`src/rtl/ifu_pkg.sv`:
```
// Shared types and constants for the instruction fetch stage and the
// immediate-extender op decode.
package ifu_pkg;

    typedef enum logic [1:0] {
        ST_IDLE  = 2'd0,
        ST_FETCH = 2'd1,
        ST_VALID = 2'd2
    } state_e;

    localparam logic [5:0] OP_ORI   = 6'h0D;
    localparam logic [5:0] OP_ANDI  = 6'h0C;
    localparam logic [5:0] OP_LW    = 6'h23;
    localparam logic [5:0] OP_SW    = 6'h2B;
    localparam logic [5:0] OP_ADDIU = 6'h09;
    localparam logic [5:0] OP_LUI   = 6'h0F;
    localparam logic [5:0] OP_BEQ   = 6'h04;
    localparam logic [5:0] OP_BNE   = 6'h05;

    localparam logic [1:0] EOP_ZERO = 2'b00;
    localparam logic [1:0] EOP_SIGN = 2'b01;
    localparam logic [1:0] EOP_LUI  = 2'b10;
    localparam logic [1:0] EOP_BR   = 2'b11;

    localparam logic [31:0] DEFAULT_RESET_PC = 32'h0000_3000;

endpackage

```
`src/rtl/ifu_fetch_eop_decode.sv`:
```
// Opcode to immediate-extender op decode; purely combinational so the
// control unit can reuse it as-is.
module eop_decode
    import ifu_pkg::*;
(
    input  logic [5:0] opcode_i,
    output logic [1:0] eop_o
);

    always_comb begin
        eop_o = EOP_ZERO;
        case (opcode_i)
            OP_ORI, OP_ANDI:         eop_o = EOP_ZERO;
            OP_LW, OP_SW, OP_ADDIU:  eop_o = EOP_SIGN;
            OP_LUI:                  eop_o = EOP_LUI;
            OP_BEQ, OP_BNE:          eop_o = EOP_BR;
            default:                 eop_o = EOP_ZERO;
        endcase
    end

endmodule

```
`src/rtl/ifu_fetch.sv`:
```
// Instruction fetch stage: PC, one-at-a-time req/ack fetch, instruction
// register and a valid/ready output toward decode/ext, with PC redirect.
module ifu_fetch
    import ifu_pkg::*;
#(
    parameter logic [31:0] RESET_PC = DEFAULT_RESET_PC
) (
    input  logic        clk,
    input  logic        reset,
    output logic        imem_req,
    output logic [31:0] imem_addr,
    input  logic        imem_ack,
    input  logic [31:0] imem_rdata,
    input  logic        redirect,
    input  logic [31:0] redirect_pc,
    output logic        out_valid,
    input  logic        out_ready,
    output logic [31:0] instr,
    output logic [31:0] pc_out,
    output logic [15:0] imm,
    output logic [1:0]  EOp,
    output logic [1:0]  dbg_state
);

    // Output handshake: out_valid is high in VALID and stays high with
    // stable payload until a cycle where out_ready is also high; that
    // cycle consumes the instruction, even if a redirect arrives with it.

    state_e      state_q, state_d;
    logic [31:0] pc_q, pc_d;
    logic [31:0] instr_q, instr_d;
    logic [31:0] pc_out_q, pc_out_d;
    logic [1:0]  eop_q, eop_d;
    logic [1:0]  eop_dec;

    eop_decode u_eop_decode (
        .opcode_i (imem_rdata[31:26]),
        .eop_o    (eop_dec)
    );

    always_comb begin
        state_d  = state_q;
        pc_d     = pc_q;
        instr_d  = instr_q;
        pc_out_d = pc_out_q;
        eop_d    = eop_q;
        case (state_q)
            ST_IDLE: state_d = ST_FETCH;
            ST_FETCH: begin
                if (imem_ack) begin
                    instr_d  = imem_rdata;
                    pc_out_d = pc_q;
                    eop_d    = eop_dec;
                    state_d  = ST_VALID;
                end
            end
            ST_VALID: begin
                if (out_ready) begin
                    pc_d    = pc_q + 32'd4;
                    state_d = ST_FETCH;
                end
            end
            default: state_d = ST_IDLE;
        endcase
        // A redirect overrides the increment and throws away any word
        // returned in the same cycle.
        if (redirect) begin
            pc_d     = {redirect_pc[31:2], 2'b00};
            instr_d  = instr_q;
            pc_out_d = pc_out_q;
            eop_d    = eop_q;
            state_d  = ST_FETCH;
        end
    end

    always_ff @(posedge clk) begin
        if (reset) begin
            state_q  <= ST_IDLE;
            pc_q     <= RESET_PC;
            instr_q  <= 32'd0;
            pc_out_q <= RESET_PC;
            eop_q    <= EOP_ZERO;
        end else begin
            state_q  <= state_d;
            pc_q     <= pc_d;
            instr_q  <= instr_d;
            pc_out_q <= pc_out_d;
            eop_q    <= eop_d;
        end
    end

    assign imem_req  = (state_q == ST_FETCH);
    assign imem_addr = pc_q;
    assign out_valid = (state_q == ST_VALID);
    assign instr     = instr_q;
    assign pc_out    = pc_out_q;
    assign imm       = instr_q[15:0];
    assign EOp       = eop_q;
    assign dbg_state = state_q;

endmodule

```
`config.mk`:
```
export PLATFORM = sky130hd
export DESIGN_NAME = ifu_fetch
export DESIGN_NICKNAME = d
export VERILOG_FILES = /design/src/rtl/ifu_pkg.sv /design/src/rtl/ifu_fetch_eop_decode.sv /design/src/rtl/ifu_fetch.sv
export SDC_FILE = /design/constraint.sdc
export NUM_CORES = 1
export LEC_CHECK = 0
export BUFFER_PORTS_ARGS = -buffer_cell sky130_fd_sc_hd__buf_2
export CORE_MARGIN = 2
export CORE_UTILIZATION = 30
export DETAILED_ROUTE_END_ITERATION = 16
export PLACE_DENSITY = 0.62
export SYNTH_ARGS = -nofsm -noshare
export SYNTH_HDL_FRONTEND = slang
export SYNTH_SLANG_ARGS = --single-unit
```
`constraint.sdc`:
```
create_clock -name clk -period 5.1 [get_ports clk]
set_input_delay 0.51 -clock clk [delete_from_list [all_inputs] [get_ports clk]]
set_output_delay 0.51 -clock clk [all_outputs]
set_load 0.005 [all_outputs]
```
==> metrics <==
Post-synth EDFFs=0; layout cell share with drive strength beyond 1=between 20% and 30%; Critical Path AT=between 2000 and 3000 ps; Min-Delay Path Class=input port to flip-flop; Finished Core Util=between 30% and 40%; startpoint types=flip-flop; DIE WIDTH=124.3 µm; Post-synth ARST share=0%; WL/cell=roughly 15 µm; vias in the first global route=about 4000; Seq/Total Area, Yosys=roughly 44%; R2R Setup Slk=between 2000 and 2500 ps; setup tns final=0 ps; First-pass DRT Iterations=5; area grow syn2layout=27.13%; unrepaired setup endpoints after global routing=no; top cells by count, synth=nand2_1, dfxtp_1, a21oi_1, clkbuf_1, nor2_1; Worst Setup End Kind=flip-flop; Comb pwr share=between 9 and 10%; final wirelength=between 10 and 15 mm; hold endpoint=imem_addr[2]$_SDFFE_PP0P_; number of I/O port buffers=between 150 and 200; Post-Syn Instances=552; CTS Root Cell=clkbuf_16; final net count=roughly 760; Placed Cells incl. Taps=approximately 860; Crit Path Max Fanout=11; RR Startpoint=imem_addr[3]$_SDFFE_PP0P_; # diodes=0; largest net degree at the start of global routing=88; Syn Area/Cell=~7.9 µm²; sequential group share of total power=between 40% and 50%; initial core utilization=31.03%; synth top area cells=dfxtp_1, nand2_1, a21oi_1; vias post-DR=~4300; total gr overflow=0; reg2reg path depth=5; run status=finished clean; Bufs on Longest Clock Path=2; Worst Path Required=5350 ps; initial DRC count=roughly 160; Reg clk slew, reported paths=70 ps; Cell Rows=43; max cap viols=0; Post-Synth Adder-Cell Area=less than 1%; PostCTS Resize Cnt=0; first-pass GRT wire length=around 21 mm; Max-slew headroom=between 20% and 30%; Setup CP Type=flip-flop to flip-flop; Hold Path Stages=2; Post-DRT Antenna Nets=0; Power Dens Cells=approximately 300 nW/µm²; P_sw=0.4298 mW; Yosys reg bits=96; most frequent cell after synthesis=nand2_1; Final Hold Vio Count=0; Vias/cell=between 4 and 5; CTS Buf Count=9; f_max=0.3818 GHz; HPWL Detailed=9.062 mm; Die Footprint=15450 µm²; worst-margin pin slew=~1100 ps; Hold Crit Start=redirect_pc[2]; Max Slew Vio Count=0; area of the mapped netlist=4340 µm²; Filler cells=1494; Pint=between 1 and 1.5 mW; Final min period=about 2600 ps; Synth Area in Simple Gates=approximately 28%; worst vdd ir=approximately 150 µV; Synth top area share=approximately 44%; XOR/XNOR share of the synthesized area=under 10%; die height=approximately 120 µm; Synth Flop Type=dfxtp_1; Clk pwr share=40.9%; clock sinks=96; DRC viols=0; Post CTS Setup Buffer Count=0; post-synthesis compound-gate area fraction=approximately 17%; Post-Layout Cell Count=between 800 and 900; Synth Warn #=0; CTS tree=built; worst skew pair latency=around 350 ps; mux cell area share after synthesis=less than 1%; routability cong.=0.7674; antenna violations before repair=1; core area=13990 µm²; Yosys cell types=52; GRT Total Usage=roughly 17%; Hold-fix buffers, CTS=0; Ports=around 190; sw frac=around a quarter; period utilization=just over 50%; Reg-to-Reg End=imem_addr[14]$_SDFFE_PP0P_; Max Clock Skew=roughly 7.8 ps; Synth area leader=dfxtp_1; H-Tree Level Count=3; leakage=around 2.4 nW; Final setup viols=0; largest family of logic cells by synthesized area=simple AND/OR/NAND/NOR gates
==> final cells by class <==
type	count	area, µm²	share of cell area [%]
clock inverters	6	67.56	1.224
multi-input cells	392	2121	38.44
inverters	6	22.52	0.4082
flip-flops and latches	96	1922	34.83
clock buffers	10	229.0	4.150
well taps	180	225.2	4.082
repair buffers	184	930.9	16.87
==> critical path: stages (launching register included) <==
cell and delay [ps]:
dfxtp_1 580, ha_1 240, nand4b_1 410, nor4_1 810, xnor2_1 180, a211oi_1 280
==> power by group through the flow <==
stage               Clock [mW]  Sequential, mW  Combinational [mW]
global route             0.741           0.826               0.185
floorplan                    0           0.828              0.0920
global placement             0           0.837               0.166
finish                   0.682           0.820               0.165
CTS                      0.708           0.820               0.167
detailed placement           0           0.837               0.167
==> layer usage <==
layer / vias to the layer above / global-route usage, % / wire length, µm / share of wire (%)
li1: 2186 / - / - / -
met2: 153 / 27.58 / 6178 / 46
met1: 1955 / 22.05 / 6075 / 45
met3: 15 / 5.369 / 911 / 6.8
met5: - / 0 / 13 / 0.097
met4: 2 / 4.560 / 178 / 1.3
==> flip-flops by register name, indices dropped and copies added (netlist names) <==
signal,cells
EOp,2
instr,32
pc_out,30
imem_addr,30
dbg_state,2
==> placed cells by master, fill, tap and decap left out, types with 2 or more instances in the layout <==
cell type	n
nand3_1	16
a2111oi_0	2
nor4_1	11
nand3b_1	4
nor2_1	26
o21ai_0	4
inv_1	6
and3_1	9
a32oi_1	2
nand4_1	11
conb_1	4
xnor2_1	4
nand2_1	142
a211oi_1	10
o31ai_1	8
xor2_1	7
or3_1	3
nor3_1	8
nand2b_1	3
buf_4	4
a2111oi_1	2
buf_2	180
and4b_1	2
clkbuf_16	9
a311oi_1	9
nor2b_1	5
o211ai_1	2
clkinvlp_4	2
o211a_1	2
a21oi_1	65
or4_1	6
and4_1	3
o21a_1	4
dfxtp_1	96
==> how the worst max path moves through the flow <==
| stage | start | to | cells past startpoint |
|---|---|---|---|
| after floorplan | imem_addr[9]$_SDFFE_PP0P_ | imem_addr[22]$_SDFFE_PP0P_ | 5 |
| after global placement | redirect | EOp[1]$_SDFFE_PP0P_ | 5 |
| after detailed placement | redirect | EOp[1]$_SDFFE_PP0P_ | 5 |
| after CTS | imem_addr[3]$_SDFFE_PP0P_ | imem_addr[14]$_SDFFE_PP0P_ | 5 |
| after global routing | imem_addr[3]$_SDFFE_PP0P_ | imem_addr[14]$_SDFFE_PP0P_ | 5 |
| final | imem_addr[3]$_SDFFE_PP0P_ | imem_addr[14]$_SDFFE_PP0P_ | 5 |
==> stage by stage <==
step | area, µm² | power [mW] | hold WS (ps) | setup slack [ps]
final | 5518 | 1.667 | 388.7 | 2481
after global routing | 5518 | 1.753 | 381.7 | 2257
after CTS | 5518 | 1.696 | 375.3 | 2456
after detailed placement | 5221 | 1.004 | 444.0 | 2449
after global placement | 5221 | 1.003 | 439.1 | 2494
after floorplan | 4352 | 0.9196 | 448.3 | 3104
==> logic make-up after synthesis <==
family,Yosys count
multiplexers,1
AO/OA/AOI/OAI,117
flip-flops,96
adder cells (fa/ha/maj),1
AND/OR/NAND/NOR,258
buffers and inverters,67
other,1
XOR/XNOR,11
Power figures use the tool's default switching activity.
